===== config.mk =====
export PLATFORM = sky130hd
export DESIGN_NAME = ex_muldiv
export DESIGN_NICKNAME = d
export VERILOG_FILES = /design/src/rtl/ex_muldiv.sv
export SDC_FILE = /design/constraint.sdc
export NUM_CORES = 2
export LEC_CHECK = 0
export ABC_AREA = 1
export CAP_MARGIN = 20
export CORE_MARGIN = 3
export CORE_UTILIZATION = 40
export CTS_CLUSTER_SIZE = 24
export DETAILED_ROUTE_END_ITERATION = 16
export PLACE_DENSITY_LB_ADDON = 0.05
export SYNTH_ARGS = -nofsm -noshare
export SYNTH_HDL_FRONTEND = slang
export SYNTH_SLANG_ARGS = --single-unit

===== constraint.sdc =====
create_clock -name clk -period 8.63 [get_ports clk]
set_input_delay 0.863 -clock clk [delete_from_list [all_inputs] [get_ports clk]]
set_output_delay 0.863 -clock clk [all_outputs]
set_load 0.01 [all_outputs]

===== src/rtl/ex_muldiv.sv =====
// Multi-cycle multiply / multiply-accumulate / divide engine for the EX stage.
// Result is {hi, lo}; for divides hi holds the remainder and lo the quotient.
module ex_muldiv #(
  parameter int unsigned WIDTH      = 32,
  parameter int unsigned MUL_STAGES = 2,
  parameter int unsigned DIV_BITS   = 1
) (
  input  logic                 clk,
  input  logic                 rst,
  input  logic                 flush,
  input  logic                 start,
  input  logic [2:0]           mode,
  input  logic                 stall_in,
  input  logic [WIDTH-1:0]     reg1,
  input  logic [WIDTH-1:0]     reg2,
  input  logic [2*WIDTH-1:0]   hilo,
  output logic [2*WIDTH-1:0]   ret,
  output logic                 done,
  output logic                 is_busy
);

  localparam int unsigned W2        = 2 * WIDTH;
  localparam int unsigned DIV_STEPS = WIDTH / DIV_BITS;
  localparam int unsigned CNT_W     = ($clog2(DIV_STEPS) > 2) ? $clog2(DIV_STEPS) : 2;
  localparam int unsigned MUL_LOAD  = (MUL_STAGES > 1) ? MUL_STAGES - 2 : 0;
  localparam int unsigned DIV_LOAD  = (DIV_STEPS > 1) ? DIV_STEPS - 2 : 0;

  typedef enum logic [2:0] {
    S_IDLE,
    S_MUL,
    S_ACC,
    S_DIV,
    S_FIX,
    S_DONE
  } state_t;

  state_t             state;
  logic [CNT_W-1:0]   cnt;
  logic               acc_q;
  logic               sub_q;
  logic [W2-1:0]      hilo_q;
  logic [W2-1:0]      prod_q;
  logic [WIDTH-1:0]   rem_q;
  logic [WIDTH-1:0]   quo_q;
  logic [WIDTH-1:0]   dvs_q;
  logic               q_neg_q;
  logic               r_neg_q;

  // Decode of the live request, only meaningful in the start cycle
  logic               live_signed;
  logic               live_div;
  logic               live_acc;
  logic               live_sub;
  logic               a_neg;
  logic               b_neg;
  logic [WIDTH-1:0]   a_mag;
  logic [WIDTH-1:0]   b_mag;
  logic [W2-1:0]      ext_a;
  logic [W2-1:0]      ext_b;
  logic [W2-1:0]      prod_live;

  always_comb begin
    live_signed = ~mode[0];
    live_div    = mode[2] & mode[1];
    live_acc    = mode[2] ^ mode[1];
    live_sub    = mode[2] & ~mode[1];
    a_neg       = live_signed & reg1[WIDTH-1];
    b_neg       = live_signed & reg2[WIDTH-1];
    a_mag       = a_neg ? (WIDTH'(0) - reg1) : reg1;
    b_mag       = b_neg ? (WIDTH'(0) - reg2) : reg2;
    ext_a       = {{WIDTH{a_neg}}, reg1};
    ext_b       = {{WIDTH{b_neg}}, reg2};
    prod_live   = ext_a * ext_b;
  end

  // Restoring divide step: retires DIV_BITS quotient bits per cycle
  logic [WIDTH-1:0]   step_rem;
  logic [WIDTH-1:0]   step_quo;
  logic [WIDTH:0]     trial;

  always_comb begin
    step_rem = rem_q;
    step_quo = quo_q;
    trial    = '0;
    for (int unsigned i = 0; i < DIV_BITS; i++) begin
      trial    = {step_rem, step_quo[WIDTH-1]};
      step_quo = {step_quo[WIDTH-2:0], 1'b0};
      if (trial >= {1'b0, dvs_q}) begin
        trial       = trial - {1'b0, dvs_q};
        step_quo[0] = 1'b1;
      end
      step_rem = trial[WIDTH-1:0];
    end
  end

  logic [WIDTH-1:0]   fix_rem;
  logic [WIDTH-1:0]   fix_quo;

  always_comb begin
    fix_quo = q_neg_q ? (WIDTH'(0) - step_quo) : step_quo;
    fix_rem = r_neg_q ? (WIDTH'(0) - step_rem) : step_rem;
  end

  // Stall request: raised in the accepting cycle, dropped on flush or once the result is up
  always_comb begin
    is_busy = 1'b0;
    if (!rst && !flush) begin
      case (state)
        S_IDLE:  is_busy = start;
        S_DONE:  is_busy = 1'b0;
        default: is_busy = 1'b1;
      endcase
    end
  end

  always_ff @(posedge clk) begin
    if (rst) begin
      state   <= S_IDLE;
      cnt     <= '0;
      acc_q   <= 1'b0;
      sub_q   <= 1'b0;
      hilo_q  <= '0;
      prod_q  <= '0;
      rem_q   <= '0;
      quo_q   <= '0;
      dvs_q   <= '0;
      q_neg_q <= 1'b0;
      r_neg_q <= 1'b0;
      ret     <= '0;
      done    <= 1'b0;
    end else if (flush) begin
      state <= S_IDLE;
      done  <= 1'b0;
    end else begin
      case (state)
        S_IDLE: begin
          if (start) begin
            acc_q   <= live_acc;
            sub_q   <= live_sub;
            hilo_q  <= hilo;
            prod_q  <= prod_live;
            rem_q   <= '0;
            quo_q   <= a_mag;
            dvs_q   <= b_mag;
            q_neg_q <= a_neg ^ b_neg;
            r_neg_q <= a_neg;
            if (live_div) begin
              if (reg2 == '0) begin
                ret   <= {reg1, {WIDTH{1'b1}}};
                done  <= 1'b1;
                state <= S_DONE;
              end else begin
                cnt   <= CNT_W'(DIV_LOAD);
                state <= (DIV_STEPS > 1) ? S_DIV : S_FIX;
              end
            end else if (MUL_STAGES > 1) begin
              cnt   <= CNT_W'(MUL_LOAD);
              state <= S_MUL;
            end else if (live_acc) begin
              state <= S_ACC;
            end else begin
              ret   <= prod_live;
              done  <= 1'b1;
              state <= S_DONE;
            end
          end
        end
        S_MUL: begin
          if (cnt == '0) begin
            if (acc_q) begin
              state <= S_ACC;
            end else begin
              ret   <= prod_q;
              done  <= 1'b1;
              state <= S_DONE;
            end
          end else begin
            cnt <= cnt - CNT_W'(1);
          end
        end
        S_ACC: begin
          ret   <= sub_q ? (hilo_q - prod_q) : (hilo_q + prod_q);
          done  <= 1'b1;
          state <= S_DONE;
        end
        S_DIV: begin
          rem_q <= step_rem;
          quo_q <= step_quo;
          if (cnt == '0) begin
            state <= S_FIX;
          end else begin
            cnt <= cnt - CNT_W'(1);
          end
        end
        // Final quotient bits and sign correction share this cycle
        S_FIX: begin
          ret   <= {fix_rem, fix_quo};
          done  <= 1'b1;
          state <= S_DONE;
        end
        S_DONE: begin
          if (!stall_in) begin
            done  <= 1'b0;
            state <= S_IDLE;
          end
        end
        default: begin
          done  <= 1'b0;
          state <= S_IDLE;
        end
      endcase
    end
  end

endmodule

# After elaboration in Yosys (flattened, before gate mapping)
# Index checks and enable logic that the tools add are counted.
[totals] input_bits=136 register_bits=301 wordCells=104
[op_classes] addsub=8 n_mul=1 magnitude_cmp=1 n_mux=39 n_reduce_logical=18 n_bitwise=10 eq_ne=14
[op_table] operator="64-bit two-way mux" n=6
[op_table] operator="64-bit case mux with 4 select lines" n=1
[op_table] operator="32-bit two-way mux" n=7
[op_table] operator="32-bit case mux with 2 select lines" n=2
[op_table] operator="1-bit by 32-bit subtractor with 32-bit output, first input constant" n=4
[op_table] operator="64-bit adder" n=1
[op_table] operator="33-bit by 33-bit multiplier with 64-bit output" n=1
[op_table] operator="64-bit subtractor" n=1
[op_table] operator="33-bit by 32-bit >= comparator with 1-bit output" n=1
[op_table] operator="32-bit logical NOT" n=1
[op_table] operator="32-bit subtractor" n=1
[op_table] operator="3-bit two-way mux" n=7
[op_table] operator="5-bit two-way mux" n=4
[op_table] operator="2-bit inequality test, second input constant" n=8
[op_table] operator="3-bit case mux with 5 select lines" n=1
[op_table] operator="7-bit AND reduction" n=2
[op_table] operator="5-bit case mux with 2 select lines" n=1
[op_table] operator="1-bit two-way mux" n=8
[op_table] operator="3-bit by 2-bit == test with 1-bit output, second input constant" n=2
[op_table] operator="3-bit == test, second input constant" n=2
[op_table] operator="3-bit AND reduction" n=2
[op_table] operator="2-bit OR reduction" n=3
[op_table] operator="5-bit logical NOT" n=1
[op_table] operator="1-bit case mux with 5 select lines" n=1
[op_table] operator="14 further kinds" n=23

# Longest topological paths before layout
[logic_depth] word_depth=5 depth_mapped=40

# Worst setup path after synthesis
# Ideal clock, no wire load.
[synth_path] kind="input port to flip-flop" startpoint="input port reg1[31]" endpoint="register prod_q[59]" arrival_time_ps=8262 stages=28 required_ps=8572 path_buffers=2 setup_time_ps=58 setup_slack_ps=310 path_cell_list="clkbuf_1 -> clkbuf_1 -> nand2_1 -> nor2_1 -> fa_1 -> fa_1 -> fa_1 -> inv_1 -> fa_1 -> inv_1 -> fa_1 -> fa_1 -> inv_1 -> fa_1 -> fa_1 -> inv_1 -> ha_1 -> nand2_1 -> inv_1 -> nand2_1 -> o211ai_1 -> a21o_1 -> a21oi_1 -> o21bai_1 -> or2_2 -> nand3_1 -> o211ai_1 -> inv_1"
[synth_via] elab_chain_len=2
[synth_lines] item="start: declaration" line_no="14" rtl="input logic [WIDTH-1:0] reg1,"
[synth_lines] item="1-bit bitwise AND" line_no="67" rtl="a_neg = live_signed & reg1[WIDTH-1];"
[synth_lines] item="33-bit by 33-bit multiplier with 64-bit output (*)" line_no="73" rtl="prod_live = ext_a * ext_b;"
[synth_lines] item="end signal: assignment" line_no="141" rtl="prod_q <= prod_live;"
[synth_lines] item="end: declaration" line_no="42" rtl="logic [W2-1:0] prod_q;"
# Mark *: on every way between the ends. The rest lies on a longest branch, timed or not.
# A chain may end at the register's enable or synchronous reset.

# Worst setup path in the final report
[layout_path] startpoint="input port reg2[12]" endpoint="register prod_q[59]"
[layout_via] elab_chain_len=1
[layout_lines] item="start: declaration" line_no="15" rtl="input logic [WIDTH-1:0] reg2,"
[layout_lines] item="33-bit by 33-bit multiplier with 64-bit output" line_no="73"
# Every way passes these cells.

==> qor.yml <==
status:
  status: "finished clean"
timing:
  grt_setup_unrepaired: "no"
  drv_slew: 0
  fin_crit_sh_pct: 94.94
  timing.setup.tns_ns: 0
  period_needed_ns: 8.194
  slew-limit-headroom_pct: 34.42
  hold_viol: 0
  fmax_ghz: 0.1220
  finalClockSkew_ns: 0.02979
  final-setup-viol-count: 0
  tightestPinTransition_ns: 0.9826
clocking:
  cts.reportedPaths.clkPinSlew_ns: 0.06
  clk_path_buf_depth: 3
  clk_latency_ns: 0.59
  clock_sinks: 301
  h-tree-depth: 2
  post_cts_buffers: 0
  numCtsBuffers: 39
  cts_root_buffer: "clkbuf_16"
  cts_tree: "yes"
worst_setup_path:
  r2r-end: "ret[43]"
  end_kind: "flip-flop"
  worst_path_max_delay_cell: "o21ai_0"
  reg2regPathDepth: 26
  critPathKind: "input pin to flip-flop"
  reg2reg_slack_ns: 1.98
  crit_required_ns: 9.10
  worstPathArrival_ns: 8.66
  cpPeakStageDelay_ns: 0.64
  path_max_fanout: 7
  worstReg2RegStart: "prod_q[1]"
  crit_top_cell: "fa_1"
  start_kind: "input pin"
cells_and_area:
  fin_area_um2: 71280
  multi_input_area_um2: 47410
  fill_cells: 16330
  fin_cells: 11230
  area_delta_synth_final_pct: 12.90
  final-seq-area_um2: 6026
  nNetsFinal: 10720
  drive_gt1_share_pct: 7.807
routing:
  vias: 57630
  postRouteAntennaNets: 0
  drcViolationCount: 0
  wire_per_inst_um: 21.98
  vias_per_cell: 5.131
  drt_iter0_drc: 4709
  drtPass1Iterations: 6
  routed_wl_um: 246900
yosys:
  postSynthCellCount: 8812
  synth_warnings: 0
  synth-seq-cells: 301
  ys.flop_type: "dfxtp_1"
  syn-num-nets: 10390
  netlist_area_um2: 63130
  ys_seq_area_share_pct: 9.545
  synth.distinct_cells: 63
  postSynthAreaPerCell_um2: 7.164
  synth-edff-count: 0
  postSynth.asyncResetShare_pct: 0
hold_path:
  hold_end: "done"
  hp-start: "done"
  hp-class: "flip-flop to flip-flop"
  hold_depth: 2
global_route:
  grt_max_degree: 120
  antenna_found_initial: 17
  grt.overflow.total: 0
  grt_pass1_wl_um: 374400
  grt_util_all_layers_pct: 30.48
  grt_pass1_vias: 59140
die:
  die_x_um: 403.3
  io_pins: 202
  start_util_pct: 40.32
  core_area_um2: 156600
  die_height_um: 403.3
  dieArea_um2: 162600
  fp-row-count: 145
placement:
  dpl_cell_area_um2: 69980
  dp.cells: 11160
  io_buffers: 201
  place_congestion: 0.9679
  hpwlAfterDp_um: 210800
run:
  drv_cap: 0
==> stage by stage <==
| step | setup WS, ns | hold WS [ns] | utilization [%] |
|---|---|---|---|
| finish | 0.4364 | 0.4571 | 45.52 |
| global placement | -0.1657 | 0.4499 | 44.69 |
| detailed placement | -0.1799 | 0.4473 | 44.69 |
| CTS | 0.4005 | 0.4595 | 45.49 |
| floorplan | 0.3099 | 0.4353 | - |
| global route | 0.02843 | 0.4848 | 45.52 |
==> critical path: cells and delay by family <==
kind	cells	cell delay [ns]
fa+ha+maj	9	4.27
simple gates	8	0.97
compound gates	5	1.39
buf+inv	8	1.11
==> repair_timing <==
action / in CTS / in global routing
resized for setup: 0 / 3
hold buffers: 0 / 0
endpoints found under the setup margin: 0 / 1
==> worst max path at each step <==
stage | start | to | slack (ns) | depth (start not counted)
2_1_floorplan | reg1[31] | prod_q[59] | 0.31 | 28
3_3_place_gp | mode[0] | prod_q[50] | -0.17 | 30
3_5_place_dp | reg2[12] | prod_q[50] | -0.18 | 30
4_1_cts | mode[0] | prod_q[50] | 0.40 | 30
5_1_grt | mode[0] | prod_q[60] | 0.03 | 35
6_report | reg2[12] | prod_q[59] | 0.44 | 30
==> cells in the final DEF (no fill, tap or decap), types with 7 or more instances in the layout <==
cell and count:
o211ai_1 50, nor2_1 629, inv_1 2161, buf_2 55, clkdlybuf4s50_1 144, o221ai_1 13, ha_1 316, buf_12 27
nor3_1 43, clkbuf_8 9, nor2_4 7, a21oi_1 501, o21ai_0 437, a41oi_1 14, nand3_1 253, nand4_1 45
buf_4 473, a21boi_0 7, xor2_1 118, a21o_1 27, nor4_1 31, a31oi_1 53, or2_2 18, o2111ai_1 8
nand2_2 26, nand3b_1 26, o21bai_1 23, o21ai_1 13, clkinv_2 9, nor2_2 12, a211oi_1 8, fa_1 1127
o21a_1 10, clkbuf_16 39, xnor2_1 66, nand2_1 1981, dfxtp_1 301
==> cell families after synthesis <==
kind of cell	after synthesis	share of synthesized area, %
flip-flops	301	9.545
adder cells (fa/ha/maj)	1443	42.00
AO/OA/AOI/OAI	1201	10.54
XOR/XNOR	184	2.553
buffers and inverters	2583	15.44
AND/OR/NAND/NOR	3100	19.93
==> cells in the mapped netlist, types with 8 or more instances <==
cell type / n / area (um2)
a211oi_1: 8 / 60.06
a21o_1: 27 / 202.7
a21oi_1: 501 / 2507
a31oi_1: 53 / 331.6
a41oi_1: 14 / 122.6
buf_1: 87 / 326.6
clkbuf_1: 311 / 1167
dfxtp_1: 301 / 6026
fa_1: 1127 / 22560
ha_1: 316 / 3954
inv_1: 2163 / 8119
nand2_1: 1981 / 7436
nand2_2: 26 / 162.7
nand3_1: 253 / 1266
nand3b_1: 26 / 195.2
nand4_1: 45 / 281.5
nor2_1: 635 / 2384
nor2_2: 9 / 56.30
nor3_1: 45 / 225.2
nor4_1: 33 / 206.5
o2111ai_1: 8 / 70.07
o211ai_1: 50 / 375.4
o21a_1: 10 / 75.07
o21ai_0: 438 / 2192
o21ai_1: 12 / 60.06
o21bai_1: 23 / 172.7
o221ai_1: 13 / 113.9
or2_2: 18 / 112.6
xnor2_1: 66 / 578.1
xor2_1: 118 / 1033
==> metal layers <==
metal | vias to the layer above | part of all wire [%] | track usage (%)
met2 | 1805 | 46 | 50.71
met1 | 28550 | 44 | 41.59
met4 | 8 | 3.5 | 9.146
met3 | 307 | 6.3 | 3.677
met5 | - | 0.021 | 0
li1 | 26960 | - | -
==> final cells by class <==
class | instances | area share [%]
clock buffers | 53 | 1.569
flip-flops and latches | 301 | 8.454
clock inverters | 17 | 0.1896
diodes | 4 | 0.01404
multi-input cells | 5928 | 66.52
repair buffers | 701 | 8.198
inverters | 2171 | 11.44
well taps | 2058 | 3.613
==> sequential cells by signal, summed over array words and instances, names as in the netlist, 3 cells and up <==
register	cells
cnt	5
dvs_q	32
hilo_q	64
prod_q	64
quo_q	32
rem_q	32
ret	64
state	3
Power is left out: the tool's default activity adds up to more than one toggle a clock period on the data nets, which glitch-free logic cannot reach.
